### config.mk
export PLATFORM = sky130hd
export DESIGN_NAME = rob_core_flat
export DESIGN_NICKNAME = d
export VERILOG_FILES = /design/src/rtl/rob_core_if.sv /design/src/rtl/rob_core.sv /design/src/flat_wrapper.sv
export SDC_FILE = /design/constraint.sdc
export NUM_CORES = 2
export LEC_CHECK = 0
export CAP_MARGIN = 15
export CELL_PAD_IN_SITES_DETAIL_PLACEMENT = 0
export CELL_PAD_IN_SITES_GLOBAL_PLACEMENT = 1
export CORE_ASPECT_RATIO = 2
export CORE_UTILIZATION = 47
export CTS_CLUSTER_SIZE = 14
export DETAILED_ROUTE_END_ITERATION = 10
export PLACE_DENSITY_LB_ADDON = 0.1
export SKIP_LAST_GASP = 1
export SLEW_MARGIN = 20
export SYNTH_ARGS = -nofsm -noshare
export SYNTH_HDL_FRONTEND = slang
export SYNTH_SLANG_ARGS = --single-unit
### constraint.sdc
create_clock -name clk_in -period 4.9 [get_ports clk_in]
set_input_delay 0.98 -clock clk_in [delete_from_list [all_inputs] [get_ports clk_in]]
set_output_delay 0.98 -clock clk_in [all_outputs]
set_load 0.01 [all_outputs]
### src/rtl/rob_core_if.sv
// rob_core_if: bundles the reorder buffer's buses into one interface.
//   Issue side      : issue_valid/type/rd/pc/pred_taken/ready/val in, rob_full/issue_tag out
//   Rename side     : is_update_dep, update_dep_id, update_dep out
//   Result bus      : wb_valid, wb_tag, wb_val, wb_taken, wb_target in
//   Commit side     : is_update_val, update_val_id, update_val_dep, update_val out
//   Store release   : store_commit, store_tag out
//   Flush/redirect  : rob_clear, clear_pc out
//   Program end     : halt_out out (sticky)
//   Operand queries : qry1_tag/qry2_tag in, qry1/2_ready, qry1/2_val out
// The slave modport is the ROB itself; master is the surrounding pipeline.
interface rob_core_if #(
    parameter int ROB_SIZE_BIT = 3
);
    logic                    issue_valid;
    logic [1:0]              issue_type;
    logic [4:0]              issue_rd;
    logic [31:0]             issue_pc;
    logic                    issue_pred_taken;
    logic                    issue_ready;
    logic [31:0]             issue_val;
    logic                    rob_full;
    logic [ROB_SIZE_BIT-1:0] issue_tag;

    logic                    is_update_dep;
    logic [4:0]              update_dep_id;
    logic [ROB_SIZE_BIT-1:0] update_dep;

    logic                    wb_valid;
    logic [ROB_SIZE_BIT-1:0] wb_tag;
    logic [31:0]             wb_val;
    logic                    wb_taken;
    logic [31:0]             wb_target;

    logic                    is_update_val;
    logic [4:0]              update_val_id;
    logic [ROB_SIZE_BIT-1:0] update_val_dep;
    logic [31:0]             update_val;

    logic                    store_commit;
    logic [ROB_SIZE_BIT-1:0] store_tag;

    logic                    rob_clear;
    logic [31:0]             clear_pc;

    logic                    halt_out;

    logic [ROB_SIZE_BIT-1:0] qry1_tag;
    logic [ROB_SIZE_BIT-1:0] qry2_tag;
    logic                    qry1_ready;
    logic                    qry2_ready;
    logic [31:0]             qry1_val;
    logic [31:0]             qry2_val;

    modport master (
        output issue_valid, issue_type, issue_rd, issue_pc, issue_pred_taken,
               issue_ready, issue_val,
        input  rob_full, issue_tag,
        input  is_update_dep, update_dep_id, update_dep,
        output wb_valid, wb_tag, wb_val, wb_taken, wb_target,
        input  is_update_val, update_val_id, update_val_dep, update_val,
        input  store_commit, store_tag,
        input  rob_clear, clear_pc,
        input  halt_out,
        output qry1_tag, qry2_tag,
        input  qry1_ready, qry2_ready, qry1_val, qry2_val
    );

    modport slave (
        input  issue_valid, issue_type, issue_rd, issue_pc, issue_pred_taken,
               issue_ready, issue_val,
        output rob_full, issue_tag,
        output is_update_dep, update_dep_id, update_dep,
        input  wb_valid, wb_tag, wb_val, wb_taken, wb_target,
        output is_update_val, update_val_id, update_val_dep, update_val,
        output store_commit, store_tag,
        output rob_clear, clear_pc,
        output halt_out,
        input  qry1_tag, qry2_tag,
        output qry1_ready, qry2_ready, qry1_val, qry2_val
    );
endinterface

### src/rtl/rob_core.sv
// rob_core: reorder buffer for an out-of-order core. Instructions are issued
// into a circular buffer in program order, completed out of order by the
// result bus, and committed in order from the head.
//   clk_in : system clock, rising edge
//   rst_in : asynchronous active-low reset
//   rdy_in : pause; low freezes all state and silences all pulse outputs
//   bus    : rob_core_if.slave carrying issue, rename, result, commit,
//            store release, flush/redirect, halt and operand query signals
module rob_core #(
    parameter int ROB_SIZE_BIT = 3
) (
    input  logic       clk_in,
    input  logic       rst_in,
    input  logic       rdy_in,
    rob_core_if.slave  bus
);
    localparam int                      ROB_SIZE   = 1 << ROB_SIZE_BIT;
    localparam logic [ROB_SIZE_BIT:0]   FULL_COUNT = (ROB_SIZE_BIT + 1)'(ROB_SIZE);
    localparam logic [ROB_SIZE_BIT:0]   CNT_ONE    = (ROB_SIZE_BIT + 1)'(1);
    localparam logic [ROB_SIZE_BIT-1:0] TAG_ONE    = ROB_SIZE_BIT'(1);

    typedef enum logic [1:0] {
        TYPE_REG    = 2'd0,
        TYPE_STORE  = 2'd1,
        TYPE_BRANCH = 2'd2,
        TYPE_EXIT   = 2'd3
    } robType_e;

    logic [ROB_SIZE_BIT-1:0] head_q, head_d, tail_q, tail_d;
    logic [ROB_SIZE_BIT:0]   count_q, count_d;
    logic                    halt_q, halt_d;
    logic [ROB_SIZE-1:0]     busy_q, busy_d, ready_q, ready_d;
    logic [ROB_SIZE-1:0]     pred_q, pred_d, taken_q, taken_d;
    logic [1:0]              type_q [ROB_SIZE];
    logic [1:0]              type_d [ROB_SIZE];
    logic [4:0]              rd_q [ROB_SIZE];
    logic [4:0]              rd_d [ROB_SIZE];
    logic [31:0]             pc_q [ROB_SIZE];
    logic [31:0]             pc_d [ROB_SIZE];
    logic [31:0]             val_q [ROB_SIZE];
    logic [31:0]             val_d [ROB_SIZE];
    logic [31:0]             target_q [ROB_SIZE];
    logic [31:0]             target_d [ROB_SIZE];

    logic     robFull, commitValid, mispredict, issueAccept;
    robType_e headType;

    // Handshake decisions. Fullness uses only the registered count, so a
    // commit in the same cycle never opens a slot for issue. rst_in gates
    // issue so the rename pulse stays quiet while reset is held.
    always_comb begin
        headType    = robType_e'(type_q[head_q]);
        robFull     = (count_q == FULL_COUNT);
        commitValid = rdy_in && (count_q != '0) && busy_q[head_q]
                      && ready_q[head_q] && !halt_q;
        mispredict  = commitValid && (headType == TYPE_BRANCH)
                      && (taken_q[head_q] != pred_q[head_q]);
        issueAccept = rst_in && rdy_in && bus.issue_valid && !robFull
                      && !mispredict && !halt_q;
    end

    // Output decode: commit outputs come only from registered head state,
    // queries bypass the live result bus.
    always_comb begin
        bus.rob_full       = robFull;
        bus.issue_tag      = tail_q;
        bus.is_update_dep  = issueAccept && (bus.issue_type == TYPE_REG);
        bus.update_dep_id  = bus.issue_rd;
        bus.update_dep     = tail_q;
        bus.is_update_val  = commitValid && (headType == TYPE_REG);
        bus.update_val_id  = rd_q[head_q];
        bus.update_val_dep = head_q;
        bus.update_val     = val_q[head_q];
        bus.store_commit   = commitValid && (headType == TYPE_STORE);
        bus.store_tag      = head_q;
        bus.rob_clear      = mispredict;
        bus.clear_pc       = taken_q[head_q] ? target_q[head_q] : (pc_q[head_q] + 32'd4);
        bus.halt_out       = halt_q;
        bus.qry1_ready     = ready_q[bus.qry1_tag] || (bus.wb_valid && (bus.wb_tag == bus.qry1_tag));
        bus.qry1_val       = (bus.wb_valid && (bus.wb_tag == bus.qry1_tag)) ? bus.wb_val : val_q[bus.qry1_tag];
        bus.qry2_ready     = ready_q[bus.qry2_tag] || (bus.wb_valid && (bus.wb_tag == bus.qry2_tag));
        bus.qry2_val       = (bus.wb_valid && (bus.wb_tag == bus.qry2_tag)) ? bus.wb_val : val_q[bus.qry2_tag];
    end

    // Next-state: a mispredict flush wins over everything else in its cycle.
    // Otherwise writeback, commit and issue update the buffer; commit is
    // applied after writeback so a committing slot always ends not-ready.
    always_comb begin
        head_d   = head_q;
        tail_d   = tail_q;
        count_d  = count_q;
        halt_d   = halt_q;
        busy_d   = busy_q;
        ready_d  = ready_q;
        pred_d   = pred_q;
        taken_d  = taken_q;
        type_d   = type_q;
        rd_d     = rd_q;
        pc_d     = pc_q;
        val_d    = val_q;
        target_d = target_q;
        if (mispredict) begin
            head_d  = '0;
            tail_d  = '0;
            count_d = '0;
            busy_d  = '0;
            ready_d = '0;
        end else begin
            if (rdy_in && bus.wb_valid && busy_q[bus.wb_tag]) begin
                ready_d[bus.wb_tag]  = 1'b1;
                val_d[bus.wb_tag]    = bus.wb_val;
                taken_d[bus.wb_tag]  = bus.wb_taken;
                target_d[bus.wb_tag] = bus.wb_target;
            end
            if (commitValid) begin
                busy_d[head_q]  = 1'b0;
                ready_d[head_q] = 1'b0;
                head_d          = head_q + TAG_ONE;
                if (headType == TYPE_EXIT) begin
                    halt_d = 1'b1;
                end
            end
            if (issueAccept) begin
                busy_d[tail_q]   = 1'b1;
                ready_d[tail_q]  = bus.issue_ready;
                type_d[tail_q]   = bus.issue_type;
                rd_d[tail_q]     = bus.issue_rd;
                pc_d[tail_q]     = bus.issue_pc;
                pred_d[tail_q]   = bus.issue_pred_taken;
                val_d[tail_q]    = bus.issue_val;
                taken_d[tail_q]  = 1'b0;
                target_d[tail_q] = '0;
                tail_d           = tail_q + TAG_ONE;
            end
            case ({issueAccept, commitValid})
                2'b10:   count_d = count_q + CNT_ONE;
                2'b01:   count_d = count_q - CNT_ONE;
                default: count_d = count_q;
            endcase
        end
    end

    // State registers with asynchronous active-low reset.
    always_ff @(posedge clk_in or negedge rst_in) begin
        if (!rst_in) begin
            head_q  <= '0;
            tail_q  <= '0;
            count_q <= '0;
            halt_q  <= 1'b0;
            busy_q  <= '0;
            ready_q <= '0;
            pred_q  <= '0;
            taken_q <= '0;
            for (int i = 0; i < ROB_SIZE; i++) begin
                type_q[i]   <= '0;
                rd_q[i]     <= '0;
                pc_q[i]     <= '0;
                val_q[i]    <= '0;
                target_q[i] <= '0;
            end
        end else begin
            head_q   <= head_d;
            tail_q   <= tail_d;
            count_q  <= count_d;
            halt_q   <= halt_d;
            busy_q   <= busy_d;
            ready_q  <= ready_d;
            pred_q   <= pred_d;
            taken_q  <= taken_d;
            type_q   <= type_d;
            rd_q     <= rd_d;
            pc_q     <= pc_d;
            val_q    <= val_d;
            target_q <= target_d;
        end
    end
endmodule

### src/flat_wrapper.sv
// flat-port wrapper written by rule: the top's interface ports become plain ports
module rob_core_flat 
#(
    parameter int ROB_SIZE_BIT = 3
)
  (clk_in, rst_in, rdy_in, bus_issue_valid, bus_issue_type, bus_issue_rd, bus_issue_pc, bus_issue_pred_taken, bus_issue_ready, bus_issue_val, bus_rob_full, bus_issue_tag, bus_is_update_dep, bus_update_dep_id, bus_update_dep, bus_wb_valid, bus_wb_tag, bus_wb_val, bus_wb_taken, bus_wb_target, bus_is_update_val, bus_update_val_id, bus_update_val_dep, bus_update_val, bus_store_commit, bus_store_tag, bus_rob_clear, bus_clear_pc, bus_halt_out, bus_qry1_tag, bus_qry2_tag, bus_qry1_ready, bus_qry2_ready, bus_qry1_val, bus_qry2_val);
  rob_core_if #(.ROB_SIZE_BIT(ROB_SIZE_BIT)) bus_i ();
  input  logic clk_in;
  input  logic rst_in;
  input  logic rdy_in;
  input wire logic [$bits(bus_i.issue_valid)-1:0] bus_issue_valid;
  input wire logic [$bits(bus_i.issue_type)-1:0] bus_issue_type;
  input wire logic [$bits(bus_i.issue_rd)-1:0] bus_issue_rd;
  input wire logic [$bits(bus_i.issue_pc)-1:0] bus_issue_pc;
  input wire logic [$bits(bus_i.issue_pred_taken)-1:0] bus_issue_pred_taken;
  input wire logic [$bits(bus_i.issue_ready)-1:0] bus_issue_ready;
  input wire logic [$bits(bus_i.issue_val)-1:0] bus_issue_val;
  output wire logic [$bits(bus_i.rob_full)-1:0] bus_rob_full;
  output wire logic [$bits(bus_i.issue_tag)-1:0] bus_issue_tag;
  output wire logic [$bits(bus_i.is_update_dep)-1:0] bus_is_update_dep;
  output wire logic [$bits(bus_i.update_dep_id)-1:0] bus_update_dep_id;
  output wire logic [$bits(bus_i.update_dep)-1:0] bus_update_dep;
  input wire logic [$bits(bus_i.wb_valid)-1:0] bus_wb_valid;
  input wire logic [$bits(bus_i.wb_tag)-1:0] bus_wb_tag;
  input wire logic [$bits(bus_i.wb_val)-1:0] bus_wb_val;
  input wire logic [$bits(bus_i.wb_taken)-1:0] bus_wb_taken;
  input wire logic [$bits(bus_i.wb_target)-1:0] bus_wb_target;
  output wire logic [$bits(bus_i.is_update_val)-1:0] bus_is_update_val;
  output wire logic [$bits(bus_i.update_val_id)-1:0] bus_update_val_id;
  output wire logic [$bits(bus_i.update_val_dep)-1:0] bus_update_val_dep;
  output wire logic [$bits(bus_i.update_val)-1:0] bus_update_val;
  output wire logic [$bits(bus_i.store_commit)-1:0] bus_store_commit;
  output wire logic [$bits(bus_i.store_tag)-1:0] bus_store_tag;
  output wire logic [$bits(bus_i.rob_clear)-1:0] bus_rob_clear;
  output wire logic [$bits(bus_i.clear_pc)-1:0] bus_clear_pc;
  output wire logic [$bits(bus_i.halt_out)-1:0] bus_halt_out;
  input wire logic [$bits(bus_i.qry1_tag)-1:0] bus_qry1_tag;
  input wire logic [$bits(bus_i.qry2_tag)-1:0] bus_qry2_tag;
  output wire logic [$bits(bus_i.qry1_ready)-1:0] bus_qry1_ready;
  output wire logic [$bits(bus_i.qry2_ready)-1:0] bus_qry2_ready;
  output wire logic [$bits(bus_i.qry1_val)-1:0] bus_qry1_val;
  output wire logic [$bits(bus_i.qry2_val)-1:0] bus_qry2_val;
  assign bus_i.issue_valid = bus_issue_valid;
  assign bus_i.issue_type = bus_issue_type;
  assign bus_i.issue_rd = bus_issue_rd;
  assign bus_i.issue_pc = bus_issue_pc;
  assign bus_i.issue_pred_taken = bus_issue_pred_taken;
  assign bus_i.issue_ready = bus_issue_ready;
  assign bus_i.issue_val = bus_issue_val;
  assign bus_rob_full = bus_i.rob_full;
  assign bus_issue_tag = bus_i.issue_tag;
  assign bus_is_update_dep = bus_i.is_update_dep;
  assign bus_update_dep_id = bus_i.update_dep_id;
  assign bus_update_dep = bus_i.update_dep;
  assign bus_i.wb_valid = bus_wb_valid;
  assign bus_i.wb_tag = bus_wb_tag;
  assign bus_i.wb_val = bus_wb_val;
  assign bus_i.wb_taken = bus_wb_taken;
  assign bus_i.wb_target = bus_wb_target;
  assign bus_is_update_val = bus_i.is_update_val;
  assign bus_update_val_id = bus_i.update_val_id;
  assign bus_update_val_dep = bus_i.update_val_dep;
  assign bus_update_val = bus_i.update_val;
  assign bus_store_commit = bus_i.store_commit;
  assign bus_store_tag = bus_i.store_tag;
  assign bus_rob_clear = bus_i.rob_clear;
  assign bus_clear_pc = bus_i.clear_pc;
  assign bus_halt_out = bus_i.halt_out;
  assign bus_i.qry1_tag = bus_qry1_tag;
  assign bus_i.qry2_tag = bus_qry2_tag;
  assign bus_qry1_ready = bus_i.qry1_ready;
  assign bus_qry2_ready = bus_i.qry2_ready;
  assign bus_qry1_val = bus_i.qry1_val;
  assign bus_qry2_val = bus_i.qry2_val;
  rob_core #(.ROB_SIZE_BIT(ROB_SIZE_BIT)) u_core (.clk_in(clk_in), .rst_in(rst_in), .rdy_in(rdy_in), .bus(bus_i));
endmodule
==> run summary <==
outcome: complete, but fails checks
failing checks: setup timing
Antenna Cells: 0
area leader, netlist: dfrtp_1
internal power component: 21.49 mW
top post-synthesis cells by count: nand2_1 (1,304), dfrtp_1 (867), a21oi_1 (525)
chip height: 449.1 um
worst setup margin: -0.1583 ns
Final setup viols: 3
hold_buf cts: 0
sequential share of power: 35.5%
die area: 0.1013 mm^2
Finished Layout Cells: 6,475
fin crit share: 103.2%
wire per inst: 29.51 um
largest family of logic cells by synthesized area: multiplexers
Num CTS Buffers: 84
Clock Pin Slew Worst Setup and Hold Paths: 0.07 ns
die width: 225.6 um
Post-synth EDFFs: 0
antenna violations before repair: 8
xor/xnor share of the synthesized area: 0.5407%
clk buf depth: 3
share of flip-flops with an asynchronous set or reset: 100.0%
Synth warnings: 0
Mean Syn Cell Area: 9.425 um^2
IO Port Bufs: 309
H-tree levels: 3
Core Box Area: 0.09891 mm^2
multiplexer share of the synthesized area: 16.83%
#FFs+latches synth: 867
Main synth FF type: dfrtp_1
vias in the first global route: 41,130
Sw Share: 40.23%
pwr dens: 651.2 mW/mm^2
Least-Margin Pin Slew: 1.103 ns
CTS tree: done
Req. time, crit path: 3.92 ns
Sw Pwr: 14.46 mW
Adder-Cell Fraction of Synth Area: 0.1864%
Pre-Repair DR Iteration Count: 6
worst-skew pair later-pin latency: 0.71 ns
logic gate share of total power: 46.1%
antenna viol nets, final: 0
Starting Density: 47.49%
final net count: 5,252
DRC errors left: 0
Tot GR Track Use: 37.80%
Clock Skew: 0.01709 ns
vias per cell: 6.436
first-pass GRT wire length: 280,200 um
Area Overhead vs Synth: 17.53%
GPL Wtd Cong: 0.9040
iteration-0 DRC count of the detailed router: 4,588
Max Cap Viol: 0
placed cell count: 6,289
crit path launch type: flip-flop
Simple-Gate Fraction of Synth Area: 16.27%
Setup Total Neg Slack: -0.2480 ns
sequential area share after synthesis: 46.18%
CTS Sinks: 867
Synth Instances: 4,984
Final Critical Period: 5.058 ns
HP Class: input pin to async pin
root buffer cell: clkbuf_16
Synth Area in Compound Gates: 14.75%
worst-path fanout max: 15
RSZ-0062 raised after global routing: yes
Crit Path Category: flip-flop to output pin
top post-synthesis cells by area: dfrtp_1 (46%), nand2_1 (10%), mux4_2 (8.4%), a21oi_1 (5.6%), mux2_2 (4.2%)
Clk pwr share: 18.4%
final max-slew violation count: 0
cells on worst reg2reg path: 10
DR vias: 41,670
mapped cell area: 0.04698 mm^2
most frequent cell after synthesis: nand2_1
Syn Nets: 5,143
Max IR drop VDD: 0.4154 mV
endpoint kind of the worst setup timing path: output pin
maximum clock frequency: 197.7 MHz
share of layout cells above drive strength 1: 16.39%
cell row count: 163
top cell type's share of synthesized area: 46.18%
Ports: 310
Pleak: 25.05 nW
synth unique cells: 85
final WL: 191,000 um
DP Wirelength: 115,500 um
slew margin rel.: 26.47%
final hold vios: 0
CP arrival: 4.08 ns
largest net degree at the start of global routing: 172
total congestion overflow: 0
[flip-flops by register name, summed over array words and instances, names as in the netlist, 4 cells and up]
| register | flops |
|---|---|
| u_core.busy_q | 8 |
| u_core.pc_q | 256 |
| u_core.val_q | 256 |
| u_core.type_q | 16 |
| u_core.ready_q | 8 |
| u_core.count_q | 4 |
| u_core.pred_q | 8 |
| u_core.taken_q | 8 |
| u_core.rd_q | 40 |
| u_core.target_q | 256 |
[through the flow]
step / power [mW] / util (%) / area [um^2] / hold slack, ns / worst slack, ns
after floorplan: 21.05 / - / 46980 / 0.4307 / 0.9952
after global placement: 28.26 / 52.29 / 51730 / 0.4445 / 0.2985
after detailed placement: 28.59 / 52.34 / 51770 / 0.4504 / 0.3071
after CTS: 35.63 / 55.59 / 54990 / 0.1665 / -0.2386
after global routing: 37.56 / 55.82 / 55210 / 0.1799 / -0.2118
final: 35.95 / 55.82 / 55210 / 0.1768 / -0.1583
[power by group through the flow]
stage	Clock [mW]	Combinational, mW	Sequential (mW)
finish	6.61	16.6	12.8
global route	6.95	17.5	13.1
CTS	6.69	16.3	12.6
detailed placement	0	15.8	12.8
global placement	0	15.6	12.7
floorplan	0	9.22	11.8
[what timing repair did]
item,4_1_cts,5_1_grt
pin swaps,5,5
buffers inserted,27,9
resized for setup,68,44
endpoints found under the setup margin,37,24
gates cloned,2,0
[area by class of cell]
type                    instances  area [um^2]
fillers                      8815        43700
multi-input cells            3583        23430
flip-flops and latches        867        21710
repair buffers                546         5680
clock buffers                 119         2415
well taps                    1320         1652
clock inverters                29        282.8
inverters                      11        50.05
[layer usage]
metal  vias up  track usage [%]  share of wire [%]
li1      17680                -                  -
met4        14            19.84                5.7
met1     20970            46.29                 37
met2      2448            63.24                 49
met5         -                0              0.046
met3       561            6.656                8.5
[worst paths after layout]
path	startpoint	end	slack [ns]
min in group clk_in	u_core.rd_q[9]	u_core.rd_q[9]	0.47
worst min register to register	u_core.rd_q[9]	u_core.rd_q[9]	0.47
worst max register to register	u_core.bus.store_tag[1]	u_core.pc_q[112]	0.65
worst max-delay path	u_core.bus.store_tag[1]	bus_clear_pc[31]	-0.16
worst min-delay path	rst_in	u_core.val_q[244]	0.18
max in group asynchronous	rst_in	u_core.val_q[139]	2.42
[critical path, stage by stage (launching register included)]
cell and delay, ns:
dfrtp_4 0.55, buf_12 0.19, nand2b_1 0.14, mux4_2 0.52
a2111oi_4 0.44, and2b_4 0.25, and4b_2 0.33, a31oi_1 0.12
o31ai_2 0.23, clkdlybuf4s50_1 0.58
[cells by family (layout without fill, tap and decap cells)]
| kind of cell | count (synthesis) | in the layout |
|---|---|---|
| xor+xnor | 29 | 29 |
| compound gates | 1103 | 1103 |
| mux | 547 | 547 |
| fa+ha+maj | 7 | 7 |
| flops | 867 | 867 |
| buf+inv | 535 | 705 |
| simple gates | 1896 | 1897 |
[layout by cell type, fill, tap and decap left out, drive strengths merged, types with 121 or more instances in the layout]
cell type      synthesis  routed
nand2               1306    1306
nor2                 390     390
dfrtp                867     867
clkdlybuf4s50          0     275
mux2                 179     179
clkbuf               233     121
a21oi                525     525
mux4                 176     176
mux2i                192     192
a22oi                185     185
a31oi                132     132
buf                  291     242
Note: power is estimated with default switching activity, not from simulation.
